### src/rtl/dm_sb_pkg.sv
// Shared types and defaults for the data-memory store buffer.
package dm_sb_pkg;

  localparam int SB_DEPTH  = 4;
  localparam int SB_ADDR_W = 32;
  localparam int SB_DATA_W = 32;
  localparam int SB_PTR_W  = $clog2(SB_DEPTH);

  // Ring pointer at the default depth.
  typedef logic [SB_PTR_W-1:0] sb_ptr_t;

  // One buffered store. pc only travels to dm for trace.
  typedef struct packed {
    logic                 valid;
    logic [SB_ADDR_W-1:0] addr;
    logic [SB_DATA_W-1:0] data;
    logic [31:0]          pc;
  } sb_entry_t;

endpackage

### src/rtl/dm_sb_fwd_match.sv
// Store-to-load forwarding lookup: youngest valid entry whose word address
// matches ld_addr wins. Purely combinational.
module dm_sb_fwd_match
  import dm_sb_pkg::*;
#(
  parameter int DEPTH  = SB_DEPTH,
  parameter int ADDR_W = SB_ADDR_W,
  parameter int DATA_W = SB_DATA_W
) (
  input  sb_entry_t [DEPTH-1:0]         ent,
  input  logic [$clog2(DEPTH)-1:0]      head,
  input  logic [ADDR_W-1:0]             ld_addr,
  output logic                          hit,
  output logic [DATA_W-1:0]             data
);

  localparam int PTR_W = $clog2(DEPTH);

  logic [PTR_W-1:0] idx;

  // Walk oldest (head) to youngest; a later match overrides an earlier one.
  always_comb begin
    hit  = 1'b0;
    data = '0;
    idx  = '0;
    for (int k = 0; k < DEPTH; k++) begin
      idx = head + PTR_W'(k);
      if (ent[idx].valid && (ent[idx].addr[ADDR_W-1:2] == ld_addr[ADDR_W-1:2])) begin
        hit  = 1'b1;
        data = ent[idx].data;
      end
    end
  end

  // Byte offset and trace pc play no part in the match.
  logic [DEPTH-1:0] unused_fields;
  logic             unused_ld_lsb;
  for (genvar g = 0; g < DEPTH; g++) begin : g_unused
    assign unused_fields[g] = ^{ent[g].pc, ent[g].addr[1:0]};
  end
  assign unused_ld_lsb = ^ld_addr[1:0];

endmodule

### src/rtl/dm_store_buffer.sv
// Posted-write FIFO between the MEM-stage store path and data memory.
// Drains one store per cycle to dm, forwards buffered data to same-word loads.
// Optional: DM_SB_STORE_MERGE_EN folds a store into the youngest entry when
// it targets the same word.
module dm_store_buffer
  import dm_sb_pkg::*;
#(
  parameter int DEPTH  = SB_DEPTH,
  parameter int ADDR_W = SB_ADDR_W,
  parameter int DATA_W = SB_DATA_W
) (
  input  logic                       clk,
  input  logic                       reset,
  input  logic                       st_valid,
  input  logic [ADDR_W-1:0]          st_addr,
  input  logic [DATA_W-1:0]          st_data,
  input  logic [31:0]                st_pc,
  output logic                       st_ready,
  input  logic [ADDR_W-1:0]          ld_addr,
  output logic                       ld_hit,
  output logic [DATA_W-1:0]          ld_data,
  output logic                       dm_we,
  output logic [ADDR_W-1:0]          dm_addr,
  output logic [DATA_W-1:0]          dm_wdata,
  output logic [31:0]                dm_pc,
  input  logic                       dm_ready,
  output logic                       sb_empty,
  output logic [$clog2(DEPTH):0]     sb_count
);

  localparam int PTR_W = $clog2(DEPTH);
  localparam int CNT_W = PTR_W + 1;

  sb_entry_t [DEPTH-1:0] ent_q, ent_d;
  logic [PTR_W-1:0]      head_q, head_d;
  logic [PTR_W-1:0]      tail_q, tail_d;
  logic [CNT_W-1:0]      count_q, count_d;

  logic full;
  logic drain;
  logic alloc;

  assign full  = (count_q == CNT_W'(DEPTH));
  assign dm_we = (count_q != '0);
  assign drain = dm_we && dm_ready;

`ifdef DM_SB_STORE_MERGE_EN
  logic [PTR_W-1:0] tail_m1;
  logic             merge_ok;
  logic             merge;

  // Youngest entry is mergeable unless it is the lone entry leaving this cycle.
  assign tail_m1  = tail_q - PTR_W'(1);
  assign merge_ok = (count_q != '0)
                 && (ent_q[tail_m1].addr[ADDR_W-1:2] == st_addr[ADDR_W-1:2])
                 && !((count_q == CNT_W'(1)) && drain);
  assign st_ready = !full || merge_ok;
  assign merge    = st_valid && merge_ok;
  assign alloc    = st_valid && !full && !merge_ok;
`else
  // A full buffer stalls the store even if the head drains this cycle.
  assign st_ready = !full;
  assign alloc    = st_valid && !full;
`endif

  // Next-state for ring contents, pointers and occupancy.
  always_comb begin
    ent_d   = ent_q;
    head_d  = head_q;
    tail_d  = tail_q;
    count_d = count_q;
    if (drain) begin
      ent_d[head_q].valid = 1'b0;
      head_d              = head_q + PTR_W'(1);
    end
    if (alloc) begin
      ent_d[tail_q].valid = 1'b1;
      ent_d[tail_q].addr  = st_addr;
      ent_d[tail_q].data  = st_data;
      ent_d[tail_q].pc    = st_pc;
      tail_d              = tail_q + PTR_W'(1);
    end
`ifdef DM_SB_STORE_MERGE_EN
    if (merge) begin
      ent_d[tail_m1].data = st_data;
      ent_d[tail_m1].pc   = st_pc;
    end
`endif
    count_d = count_q + CNT_W'(alloc) - CNT_W'(drain);
  end

  // State registers; async reset drops every pending store.
  always_ff @(posedge clk or negedge reset) begin
    if (!reset) begin
      ent_q   <= '0;
      head_q  <= '0;
      tail_q  <= '0;
      count_q <= '0;
    end else begin
      ent_q   <= ent_d;
      head_q  <= head_d;
      tail_q  <= tail_d;
      count_q <= count_d;
    end
  end

  // Drain port straight from the head register, zeroed while empty.
  always_comb begin
    dm_addr  = '0;
    dm_wdata = '0;
    dm_pc    = '0;
    if (dm_we) begin
      dm_addr  = ent_q[head_q].addr;
      dm_wdata = ent_q[head_q].data;
      dm_pc    = ent_q[head_q].pc;
    end
  end

  assign sb_empty = (count_q == '0);
  assign sb_count = count_q;

  dm_sb_fwd_match #(
    .DEPTH  (DEPTH),
    .ADDR_W (ADDR_W),
    .DATA_W (DATA_W)
  ) u_fwd (
    .ent     (ent_q),
    .head    (head_q),
    .ld_addr (ld_addr),
    .hit     (ld_hit),
    .data    (ld_data)
  );

endmodule

### config.mk
export PLATFORM = sky130hd
export DESIGN_NAME = dm_store_buffer
export DESIGN_NICKNAME = d
export VERILOG_FILES = /design/src/rtl/dm_sb_pkg.sv /design/src/rtl/dm_sb_fwd_match.sv /design/src/rtl/dm_store_buffer.sv
export SDC_FILE = /design/constraint.sdc
export NUM_CORES = 1
export LEC_CHECK = 0
export BUFFER_PORTS_ARGS = -buffer_cell sky130_fd_sc_hd__buf_4
export CAP_MARGIN = 20
export CORE_ASPECT_RATIO = 0.5
export CORE_MARGIN = 1.5
export CORE_UTILIZATION = 47
export CTS_BUF_LIST = sky130_fd_sc_hd__clkbuf_16
export CTS_CLUSTER_SIZE = 28
export DETAILED_ROUTE_END_ITERATION = 12
export GPL_TIMING_DRIVEN = 0
export PLACE_DENSITY_LB_ADDON = 0.15
export SKIP_CTS_REPAIR_TIMING = 1
export SYNTH_ARGS = -nofsm -noshare
export SYNTH_HDL_FRONTEND = slang
export SYNTH_SLANG_ARGS = --single-unit
### constraint.sdc
create_clock -name clk -period 8.9 [get_ports clk]
set_clock_uncertainty 0.1 [all_clocks]
set_input_delay 0.445 -clock clk [delete_from_list [all_inputs] [get_ports clk]]
set_output_delay 0.445 -clock clk [all_outputs]
set_load 0.02 [all_outputs]
==> reports/metrics.yaml <==
logic_synthesis:
  synth_top_family_by_area: "multiplexers"
  synth_area_leaders: "dfrtp_1, mux4_2, mux2_2"
  ys_seq_elements: 395
  synth_compound_area_share_pct: 4.965
  synth.distinct_cells: 59
  synthFlopType: "dfrtp_1"
  yosys_warnings: 0
  syn_area_per_cell_um2: 13.43
  yosysSeqAreaShare_pct: 39.19
  postSynthCellCount: 1878
  synth_edf_count: 0
  synth_nets: 2021
  yosysMostFrequentCell: "dfrtp_1"
  synthXorXnorAreaFrac_pct: 3.194
  yosysTopAreaCell: "dfrtp_1"
  async_flop_share_pct: 100.0
  yosys.area_share.simple_pct: 5.972
  yosys.area_share.adder_pct: 0.5754
  synth.area.mux_share_pct: 42.80
  synthTopCellsByCount: "dfrtp_1, mux2_2, mux4_2"
  synth.cell_area_mm2: 0.02522
  synth_top_area_share_pct: 39.19
sta:
  max_slew.worst_pin.slew_ns: 1.200
  drv_slew: 0
  relSlewSlack_pct: 20.02
  clock.fmax_mhz: 112.1
  timing.final.crit_share_pct: 100.2
  fin_crit_ns: 8.919
  rsz0062_at_grt: "false"
  finalHoldViolations: 0
  fin_ws_ns: -0.01909
  setup_viol: 2
global_route:
  grt_pass1_vias: 18580
  antenna_found_initial: 4
  grtUsageTotal_pct: 32.07
  grt_pass1_wl_mm: 128.4
  grt_max_degree: 121
  grt_overflow_total: 0
die:
  initial_core_util_pct: 48.06
  ioPinCount: 267
  core_mm2: 0.05249
  die_w_um: 330.6
  rows: 59
  dieArea_mm2: 0.05515
  fp.dieH_um: 166.8
placement:
  dpl_cell_area_mm2: 0.02811
  port_buffers: 246
  preCtsSetupSlack_ns: 0.7128
  gp_congestion: 1.057
  dp_hpwl_mm: 64.19
  dpl.cell_count: 2832
clock_network:
  cts_tree: "built"
  path_clk_slew_ns: 0.08
  h-tree-depth: 2
  cts_made_buffers: 39
  clkLatencyLatePin_ns: 0.58
  cts_root_buf: "clkbuf_16"
  clockBufferDepth: 3
  clock_sinks: 395
drt:
  routed_wirelength_mm: 88.36
  final_antenna_net_count: 0
  post_drt_wl_per_cell_um: 30.34
  vias: 18820
  viasPerCell: 6.464
  drt-initial-drc-count: 1748
  drt_drc_violations_left: 0
  drt_first_pass_iters: 5
critical_path:
  path_class: "flop to output port"
  cp-end-kind: "output port"
  cp.buffers_inverters: 11
  cp-start-kind: "flop"
  cp_common_cell: "buf_2"
  cp.arrival_ns: 8.37
  cpMaxStageDelayCell: "nor4_1"
  critPathTopFamily: "buffers and inverters"
  slowest_delay_ns: 0.82
  path_cells: "buf_4 -> buf_2 -> buf_4 -> buf_2 -> buf_2 -> inv_1 -> ha_1 -> buf_4 -> buf_2 -> mux4_2 -> xor2_1 -> nor4_1 -> nand4_1 -> nor4b_2 -> buf_2 -> a21oi_1 -> clkbuf_1 -> a32oi_1 -> buf_4"
  crit_fanout: 10
  required_ns: 8.36
status:
  violations: "negative setup slack"
  status: "complete, but fails checks"
layout:
  drive_gt1_share_pct: 45.63
  final_cell_count_no_fill: 2912
  fin_util_pct: 56.20
  syn_to_final_growth_pct: 16.95
  nets: 2322
  finalInstanceArea_mm2: 0.02950
pwr:
  vdd_ir_drop_max_mv: 0.2179
  finalPower_mw: 14.50
  p_leak_nw: 12.02
  power_density_mw_per_mm2: 491.4
flow_run:
  cap_violations: 0
min_path:
  hold_path_class: "input pin to flop"
layout make-up:
type                    count  area (um2)
well taps                 701       877.1
clock inverters            32       309.0
repair buffers            260        2102
diodes                      2       5.005
inverters                  15       56.30
flip-flops and latches    395        9884
multi-input cells        1304       14510
fillers                  4458       22990
clock buffers              39       975.9
plain buffers             164       778.2
worst reg2reg max path, cell delays in order (launching register included):
cell and delay (ns):
dfrtp_1 0.37, buf_4 0.28, buf_2 0.43, buf_4 0.34, buf_2 0.44, buf_2 0.47
inv_1 0.21, ha_1 0.43, buf_2 0.41, buf_4 0.34, buf_2 0.41, buf_2 0.44
clkbuf_1 0.61, buf_1 0.63, nand2_1 0.10, o21ai_0 0.11
worst paths after layout:
check / from / end / slack [ns] / cells past startpoint
max in group asynchronous: reset / ent_q[250] / 6.63 / 5
min: st_addr[18] / ent_q[373] / 0.01 / 2
min in group asynchronous: reset / ent_q[164] / 0.26 / 2
max: head_q[1] / ld_data[0] / -0.02 / 19
max reg2reg: head_q[1] / head_q[1] / 2.70 / 15
min reg2reg: ent_q[303] / ent_q[303] / 0.40 / 1
per-layer routing:
layer | GRT usage [%] | wire (um)
met1 | 43.98 | 36610
met2 | 50.05 | 41440
met3 | 7.588 | 7087
met4 | 11.10 | 3223
met5 | 0 | 0
cells in the final DEF (no fill, tap or decap), drive strengths merged, types with 7 or more instances in the layout:
master / n
a211oi: 7
a21oi: 13
a32oi: 32
and2: 91
buf: 355
clkbuf: 107
clkinv: 16
dfrtp: 395
ha: 10
inv: 24
mux2: 393
mux2i: 96
mux4: 240
nand2: 142
nand4: 9
nor2: 26
nor4: 17
o211ai: 7
o21ai: 8
o21bai: 32
o22ai: 18
xnor2: 55
xor2: 37
report_power, final:
group	internal, mW	total (mW)	switching (mW)
combinational	4.55	9.08	4.53
sequential	2.73	3.70	0.977
clock	0.931	1.71	0.783
total	8.20	14.5	6.29
kinds of logic (layout without fill, tap and decap cells):
| kind of cell | Yosys count | in the layout |
|---|---|---|
| multiplexers | 729 | 729 |
| other | 0 | 2 |
| flip-flops | 395 | 395 |
| AND/OR/NAND/NOR | 308 | 308 |
| AO/OA/AOI/OAI | 164 | 164 |
| XOR/XNOR | 92 | 92 |
| buffers and inverters | 179 | 510 |
| adder cells (fa/ha/maj) | 11 | 11 |
stage by stage:
stage	hold WS (ns)	setup TNS [ns]
2_1_floorplan	0.04941	0
3_3_place_gp	0.3818	0
3_5_place_dp	0.3026	0
4_1_cts	-0.3126	0
5_1_grt	0.002466	0
6_report	0.01249	-0.02064
flip-flops by register name, summed over array words and instances (netlist names):
name      cells
ent_q       388
sb_count      3
head_q        2
tail_q        2
(Power assumes the default switching activity.)
